===== src/rtl/dispatch_pkg.sv =====
// rtl/dispatch_pkg.sv - shared dispatch widths, FSM state and limiter encodings
package dispatch_pkg;

  localparam int WAY = 3;
  localparam int CNT_W = $clog2(WAY + 1);
  localparam int DEF_RECOVER_CYCLES = 2;

  typedef enum logic [1:0] {
    DS_RUN,
    DS_RECOVER,
    DS_HALTED
  } dispatch_state_e;

  typedef enum logic [1:0] {
    LIM_NONE,
    LIM_ROB,
    LIM_OTHER
  } limit_e;

  function automatic logic [CNT_W-1:0] popcount(input logic [WAY-1:0] v);
    logic [CNT_W-1:0] c;
    c = '0;
    for (int i = 0; i < WAY; i++) c = c + CNT_W'(v[i]);
    return c;
  endfunction

endpackage


===== src/rtl/dispatch_if.sv =====
// rtl/dispatch_if.sv - decode-slot, resource-count and grant bundle for dispatch_ctrl
interface dispatch_if;
  import dispatch_pkg::*;

  logic             squash;
  logic [WAY-1:0]   inst_valid;
  logic [WAY-1:0]   inst_wr_dest;
  logic [WAY-1:0]   inst_is_store;
  logic [WAY-1:0]   inst_is_halt;
  logic [CNT_W-1:0] rob_can;
  logic [CNT_W-1:0] rs_free;
  logic [CNT_W-1:0] fl_free;
  logic [CNT_W-1:0] sq_free;
  logic [WAY-1:0]   dispatch_en;
  logic [CNT_W-1:0] num_dispatched;
  logic             fetch_stall;
  logic             halted;

  modport master (
    output squash, inst_valid, inst_wr_dest, inst_is_store, inst_is_halt,
    output rob_can, rs_free, fl_free, sq_free,
    input  dispatch_en, num_dispatched, fetch_stall, halted
  );

  modport slave (
    input  squash, inst_valid, inst_wr_dest, inst_is_store, inst_is_halt,
    input  rob_can, rs_free, fl_free, sq_free,
    output dispatch_en, num_dispatched, fetch_stall, halted
  );

endinterface


===== src/rtl/dispatch_grant.sv =====
// rtl/dispatch_grant.sv - combinational in-order prefix grant and stall-limiter encoder
module dispatch_grant
  import dispatch_pkg::*;
(
  input  logic [WAY-1:0]   valid,
  input  logic [WAY-1:0]   wr_dest,
  input  logic [WAY-1:0]   is_store,
  input  logic [WAY-1:0]   is_halt,
  input  logic [CNT_W-1:0] rob_can,
  input  logic [CNT_W-1:0] rs_free,
  input  logic [CNT_W-1:0] fl_free,
  input  logic [CNT_W-1:0] sq_free,
  output logic [WAY-1:0]   grant,
  output limit_e           limit
);

  logic [CNT_W-1:0] wr_cnt;
  logic [CNT_W-1:0] st_cnt;
  logic [CNT_W-1:0] idx;
  logic             chain;
  logic             halt_seen;
  logic             rob_ok;
  logic             res_ok;
  logic             ok;

  always_comb begin
    grant     = '0;
    limit     = LIM_NONE;
    wr_cnt    = '0;
    st_cnt    = '0;
    idx       = '0;
    chain     = 1'b1;
    halt_seen = 1'b0;
    rob_ok    = 1'b0;
    res_ok    = 1'b0;
    ok        = 1'b0;
    for (int i = 0; i < WAY; i++) begin
      idx    = CNT_W'(i);
      wr_cnt = wr_cnt + CNT_W'(wr_dest[i]);
      st_cnt = st_cnt + CNT_W'(is_store[i]);
      rob_ok = idx < rob_can;
      res_ok = (idx < rs_free) && (wr_cnt <= fl_free) && (st_cnt <= sq_free);
      ok     = chain && valid[i] && !halt_seen && rob_ok && res_ok;
      grant[i] = ok;
      // Only the first ungranted slot names the limiter; halt and invalid slots name none.
      if (chain && !ok && valid[i] && !halt_seen)
        limit = rob_ok ? LIM_OTHER : LIM_ROB;
      chain     = ok;
      halt_seen = halt_seen | is_halt[i];
    end
  end

endmodule


===== src/rtl/dispatch_ctrl.sv =====
// rtl/dispatch_ctrl.sv - dispatch scheduler: run/recover/halt FSM, grant masking, stall counters
module dispatch_ctrl
  import dispatch_pkg::*;
#(
  parameter int RECOVER_CYCLES = DEF_RECOVER_CYCLES,
  parameter int PERF_W         = 32
) (
  input  logic              clock,
  input  logic              reset,
  dispatch_if.slave         dif,
  output logic [PERF_W-1:0] stall_rob_cnt,
  output logic [PERF_W-1:0] stall_other_cnt
);

  localparam int RC_W = $clog2(RECOVER_CYCLES + 1);
  localparam logic [RC_W-1:0] RC_LOAD = RC_W'(RECOVER_CYCLES - 1);

  dispatch_state_e state_q, state_d;
  logic [RC_W-1:0] rcnt_q, rcnt_d;
  logic [WAY-1:0]  grant;
  logic [WAY-1:0]  en;
  limit_e          limit;
  logic            perf_hit;

  dispatch_grant u_grant (
    .valid    (dif.inst_valid),
    .wr_dest  (dif.inst_wr_dest),
    .is_store (dif.inst_is_store),
    .is_halt  (dif.inst_is_halt),
    .rob_can  (dif.rob_can),
    .rs_free  (dif.rs_free),
    .fl_free  (dif.fl_free),
    .sq_free  (dif.sq_free),
    .grant    (grant),
    .limit    (limit)
  );

  always_ff @(posedge clock or posedge reset) begin
    if (reset) begin
      state_q <= DS_RUN;
      rcnt_q  <= '0;
    end else begin
      state_q <= state_d;
      rcnt_q  <= rcnt_d;
    end
  end

  always_comb begin
    state_d = state_q;
    rcnt_d  = rcnt_q;
    case (state_q)
      DS_RUN: begin
        if (dif.squash) begin
          state_d = DS_RECOVER;
          rcnt_d  = RC_LOAD;
        end else if (|(en & dif.inst_is_halt)) begin
          state_d = DS_HALTED;
        end
      end
      DS_RECOVER: begin
        if (dif.squash)
          rcnt_d = RC_LOAD;
        else if (rcnt_q == '0)
          state_d = DS_RUN;
        else
          rcnt_d = rcnt_q - RC_W'(1);
      end
      DS_HALTED: begin
        // The dispatched HALT was on a wrong path; recover like any squash.
        if (dif.squash) begin
          state_d = DS_RECOVER;
          rcnt_d  = RC_LOAD;
        end
      end
      default: state_d = DS_RUN;
    endcase
  end

  always_comb begin
    en = '0;
    if (state_q == DS_RUN && !dif.squash) en = grant;
    dif.dispatch_en    = en;
    dif.num_dispatched = popcount(en);
    dif.fetch_stall    = (state_q == DS_RUN) && (|dif.inst_valid) &&
                         (popcount(en) < popcount(dif.inst_valid));
    dif.halted         = (state_q == DS_HALTED);
  end

  assign perf_hit = (state_q == DS_RUN) && dif.fetch_stall && !dif.squash;

  always_ff @(posedge clock or posedge reset) begin
    if (reset) begin
      stall_rob_cnt   <= '0;
      stall_other_cnt <= '0;
    end else if (perf_hit) begin
      if (limit == LIM_ROB && stall_rob_cnt != '1)
        stall_rob_cnt <= stall_rob_cnt + PERF_W'(1);
      if (limit == LIM_OTHER && stall_other_cnt != '1)
        stall_other_cnt <= stall_other_cnt + PERF_W'(1);
    end
  end

endmodule


===== src/flat_wrapper.sv =====
// flat-port wrapper written by rule: the top's interface ports become plain ports
module dispatch_ctrl_flat import dispatch_pkg::*;
#(
  parameter int RECOVER_CYCLES = DEF_RECOVER_CYCLES,
  parameter int PERF_W         = 32
)
  (clock, reset, stall_rob_cnt, stall_other_cnt, dif_squash, dif_inst_valid, dif_inst_wr_dest, dif_inst_is_store, dif_inst_is_halt, dif_rob_can, dif_rs_free, dif_fl_free, dif_sq_free, dif_dispatch_en, dif_num_dispatched, dif_fetch_stall, dif_halted);
  dispatch_if dif_i ();
  input  logic clock;
  input  logic reset;
  output logic [PERF_W-1:0] stall_rob_cnt;
  output logic [PERF_W-1:0] stall_other_cnt;
  input wire logic [$bits(dif_i.squash)-1:0] dif_squash;
  input wire logic [$bits(dif_i.inst_valid)-1:0] dif_inst_valid;
  input wire logic [$bits(dif_i.inst_wr_dest)-1:0] dif_inst_wr_dest;
  input wire logic [$bits(dif_i.inst_is_store)-1:0] dif_inst_is_store;
  input wire logic [$bits(dif_i.inst_is_halt)-1:0] dif_inst_is_halt;
  input wire logic [$bits(dif_i.rob_can)-1:0] dif_rob_can;
  input wire logic [$bits(dif_i.rs_free)-1:0] dif_rs_free;
  input wire logic [$bits(dif_i.fl_free)-1:0] dif_fl_free;
  input wire logic [$bits(dif_i.sq_free)-1:0] dif_sq_free;
  output wire logic [$bits(dif_i.dispatch_en)-1:0] dif_dispatch_en;
  output wire logic [$bits(dif_i.num_dispatched)-1:0] dif_num_dispatched;
  output wire logic [$bits(dif_i.fetch_stall)-1:0] dif_fetch_stall;
  output wire logic [$bits(dif_i.halted)-1:0] dif_halted;
  assign dif_i.squash = dif_squash;
  assign dif_i.inst_valid = dif_inst_valid;
  assign dif_i.inst_wr_dest = dif_inst_wr_dest;
  assign dif_i.inst_is_store = dif_inst_is_store;
  assign dif_i.inst_is_halt = dif_inst_is_halt;
  assign dif_i.rob_can = dif_rob_can;
  assign dif_i.rs_free = dif_rs_free;
  assign dif_i.fl_free = dif_fl_free;
  assign dif_i.sq_free = dif_sq_free;
  assign dif_dispatch_en = dif_i.dispatch_en;
  assign dif_num_dispatched = dif_i.num_dispatched;
  assign dif_fetch_stall = dif_i.fetch_stall;
  assign dif_halted = dif_i.halted;
  dispatch_ctrl #(.RECOVER_CYCLES(RECOVER_CYCLES), .PERF_W(PERF_W)) u_core (.clock(clock), .reset(reset), .dif(dif_i), .stall_rob_cnt(stall_rob_cnt), .stall_other_cnt(stall_other_cnt));
endmodule

===== config.mk =====
export PLATFORM = sky130hd
export DESIGN_NAME = dispatch_ctrl_flat
export DESIGN_NICKNAME = d
export VERILOG_FILES = /design/src/rtl/dispatch_pkg.sv /design/src/rtl/dispatch_if.sv /design/src/rtl/dispatch_grant.sv /design/src/rtl/dispatch_ctrl.sv /design/src/flat_wrapper.sv
export SDC_FILE = /design/constraint.sdc
export NUM_CORES = 1
export LEC_CHECK = 0
export ABC_AREA = 1
export CAP_MARGIN = 5
export CORE_ASPECT_RATIO = 1.4
export CORE_MARGIN = 5
export CORE_UTILIZATION = 55
export CTS_BUF_LIST = sky130_fd_sc_hd__clkbuf_2 sky130_fd_sc_hd__clkbuf_4 sky130_fd_sc_hd__clkbuf_8
export CTS_CLUSTER_DIAMETER = 100
export DETAILED_ROUTE_END_ITERATION = 8
export GPL_TIMING_DRIVEN = 0
export PLACE_DENSITY = 0.87
export SLEW_MARGIN = 20
export SYNTH_ARGS = -nofsm -noshare
export SYNTH_HDL_FRONTEND = slang
export SYNTH_SLANG_ARGS = --single-unit

===== constraint.sdc =====
create_clock -name clock -period 3.4 [get_ports clock]
set_input_delay 0.34 -clock clock [delete_from_list [all_inputs] [get_ports clock]]
set_output_delay 0.34 -clock clock [all_outputs]
set_load 0.01 [all_outputs]

==> key figures <==
Outcome
  – Status: complete, no violations

Route
  – DR top layer: met4
  – WL met1: between 5000 and 6000 µm
  – Drt total wl: 15470 µm
  – WL met2: approximately 8200 µm
  – Vias: between 5000 and 6000
  – Drt first pass iters: 5
  – Residual DRC count: 0
  – Initial drt markers: 340
  – Routed met3 length: ~930 µm
  – Final ANT Viol Nets: 0
  – Via density: 5.623
  – Wire per inst: ~16 µm

Synth
  – Synth cell count leaders: 269 x nand2_1, 84 x nor2_1, 70 x inv_1
  – Syn avg cell area: around 7 µm²
  – Synthesized area: roughly 5000 µm²
  – Synth cell types: 29
  – Post-synth top area cell: dfrtp_1
  – Most numerous cell in the Yosys netlist: nand2_1
  – Ys async rst share: 100.0%
  – Syn Nets: around 790
  – Synth area leaders: dfrtp_1 34%, nand2_1 20%, nor2_1 6.2%, nand3_1 6.0%, xor2_1 5.9%
  – Top cell type's share of synthesized area: between 30% and 40%
  – Yosys Warn Count: 0
  – Seq/Total Area, Yosys: between 30 and 40%
  – Synth Register Bits: 68
  – Synthesized instance count: 745
  – Synth Flop Type: dfrtp_1
  – EDFF count, synth: 0

Timing
  – Endpoints failing hold: 0
  – Worst slew margin: between 60% and 70%
  – Clk_skew: about 0.012 ns
  – Fmax: 307.7 MHz
  – Fin worst setup slack: between 0.15 and 0.2 ns
  – Final period utilization: 95.58%
  – Period minus WS final: approximately 3.2 ns
  – WHS: 0.2859 ns
  – Setup violators final: 0
  – Max Slew Vio Count: 0
  – Slew @ Worst Pin: 0.4996 ns
  – Setup TNS Final: 0 ns

Layout
  – Footprint of the multi-input gates: 3072 µm²
  – Fillers: about 730
  – Area Overhead vs Synth: 30.90%
  – Register area: between 1500 and 2000 µm²
  – Share of cells above drive strength 1: 9.562%
  – Core Util, Final: between 70% and 80%
  – ANT cells: 0
  – Nets@finish: just over 900

Worst setup path
  – CP Launch Type: input port
  – Critical R2R Capture: u_core.stall_other_cnt[18]
  – Crit end category: output pin
  – Flop2flop setup slack: between 0.4 and 0.5 ns
  – WS Path Type: input port to output pin
  – Crit path DAT: approximately 2.9 ns
  – Reg2reg path depth: 16
  – Worst EP required: approximately 3.1 ns
  – R2R Path Start: u_core.state_q[0]
  – Max FO, Critical Path: 4

Die
  – Core Area: 9029 µm²
  – Site Rows: a little over 40
  – I/O pins: 94
  – Initial Util: 56.19%
  – Die span in x: 91.18 µm
  – DIE AREA: roughly 11000 µm²
  – Die H: 123.6 µm

CTS
  – Htree depth: 3
  – Clock Latency Late Sink: between 0.3 and 0.4 ns
  – Num CTS Buffers: 9
  – Max Root-Sink Buffers: 2
  – CTS tree: yes
  – Clock transition at the registers of the reported paths: roughly 0.080 ns
  – Clock Sinks: slightly below 70
  – Root buffer cell: clkbuf_8

GRT
  – Initial antenna violation count: 0
  – First-pass GRT wire length: about 25000 µm
  – Largest net degree at the start of global routing: 46
  – Gr usage total: approximately 28%
  – Remaining global-route overflow: 0
  – Vias in the first global route: around 5500

Pwr
  – PD cells: roughly 360 nW/µm²
  – Maximum VDD drop: between 0.0002 and 0.0003 V
  – Total power: between 2000 and 2500 µW
  – Leak pwr: approximately 0.0032 µW

Placed design
  – Port buffer count: 93
  – Dpl ws: -1.038 ns
  – DPL Wire Length: roughly 12000 µm
  – Routability cong.: between 0.9 and 1

Flow run
  – MaxCap Viol Count: 0

Min path
  – HP Class: input port to asynchronous set/reset pin
worst max-delay path, cell delays in order:
cell             delay (ns)
clkdlybuf4s50_1        0.45
inv_1                  0.07
ha_1                   0.31
inv_1                  0.06
o21ai_1                0.05
nand2_1                0.06
nand3b_1               0.14
nor2_4                 0.18
nand3_2                0.12
fa_2                   0.37
inv_2                  0.09
ha_4                   0.19
a21boi_4               0.14
nor3_1                 0.17
buf_2                  0.17
state kept, by name, summed over array words and instances, names as in the netlist:
| signal | cells |
|---|---|
| u_core.stall_other_cnt | 32 |
| u_core.stall_rob_cnt | 32 |
| u_core.state_q | 2 |
| u_core.rcnt_q | 2 |
logic make-up (layout without fill, tap and decap cells):
family	Yosys count	after routing	synth area share [%]
simple gates	493	493	42.24
fa+ha+maj	20	20	5.524
buf+inv	96	219	7.768
xor+xnor	55	55	9.495
flops	68	68	33.54
compound gates	13	13	1.430
cell type report:
type	count	area share, %
multi-input combinational	581	46.25
buffer	22	2.091
clock inverter	7	2.204
timing repair buffer	107	15.73
tap	107	2.016
sequential	68	25.62
clock buffer	9	1.865
inverter	74	4.220
where the power goes:
group / internal [µW] / switching [µW]
logic: 225 / 319
clock network: 568 / 350
registers: 856 / 57.8
how the worst max path moves through the flow:
stage | startpoint | to | slack (ns) | cells past startpoint
after floorplan | dif_inst_wr_dest[0] | u_core.stall_other_cnt[21] | -0.03 | 19
after global placement | dif_inst_is_store[0] | u_core.stall_rob_cnt[0] | -0.87 | 17
after detailed placement | dif_inst_is_store[0] | u_core.stall_rob_cnt[0] | -1.04 | 17
after CTS | dif_inst_wr_dest[1] | u_core.stall_other_cnt[18] | 0.003 | 21
after global routing | dif_sq_free[1] | u_core.stall_other_cnt[18] | -0.007 | 21
final | dif_sq_free[1] | dif_fetch_stall | 0.15 | 15
what timing repair did:
item / in CTS / in global routing
pin swaps: 13 / 11
hold buffers: 0 / 0
cloned: 2 / 0
buffers inserted: 9 / 2
endpoints found under the setup margin: 67 / 68
gates resized for setup: 39 / 11
through the flow:
step                      instance area [µm²]  std cells
after detailed placement                 6226        946
after global routing                     6641        975
after global placement                   6196        945
after floorplan                          5131        745
after CTS                                6594        973
final                                    6641        975
layer usage:
layer / up-vias / track usage [%]
li1: 2601 / -
met1: 2555 / 28.35
met2: 241 / 52.62
met3: 85 / 4.471
met4: 0 / 18.62
met5: - / 0
placed cells by master (no fill, tap or decap), types with 4 or more instances in the layout:
cell type        synthesis  layout
bufinv_16                0       4
o21ai_0                  7       6
ha_1                    16      13
buf_6                    0       6
nand2_2                  2       4
buf_2                    9      12
buf_4                    6      16
xor2_1                  34      34
nand2_1                269     266
inv_1                   70      67
nor3_1                  21      21
nand3b_1                 4       4
nor2_1                  84      83
nand3_2                  3       4
nand4_1                 40      40
clkdlybuf4s50_1          0      83
nand3_1                 61      59
clkbuf_1                 7       4
inv_2                    4       6
dfrtp_1                 68      68
xnor2_1                 21      21
clkbuf_8                 0       9
Power figures use the tool's default switching activity.
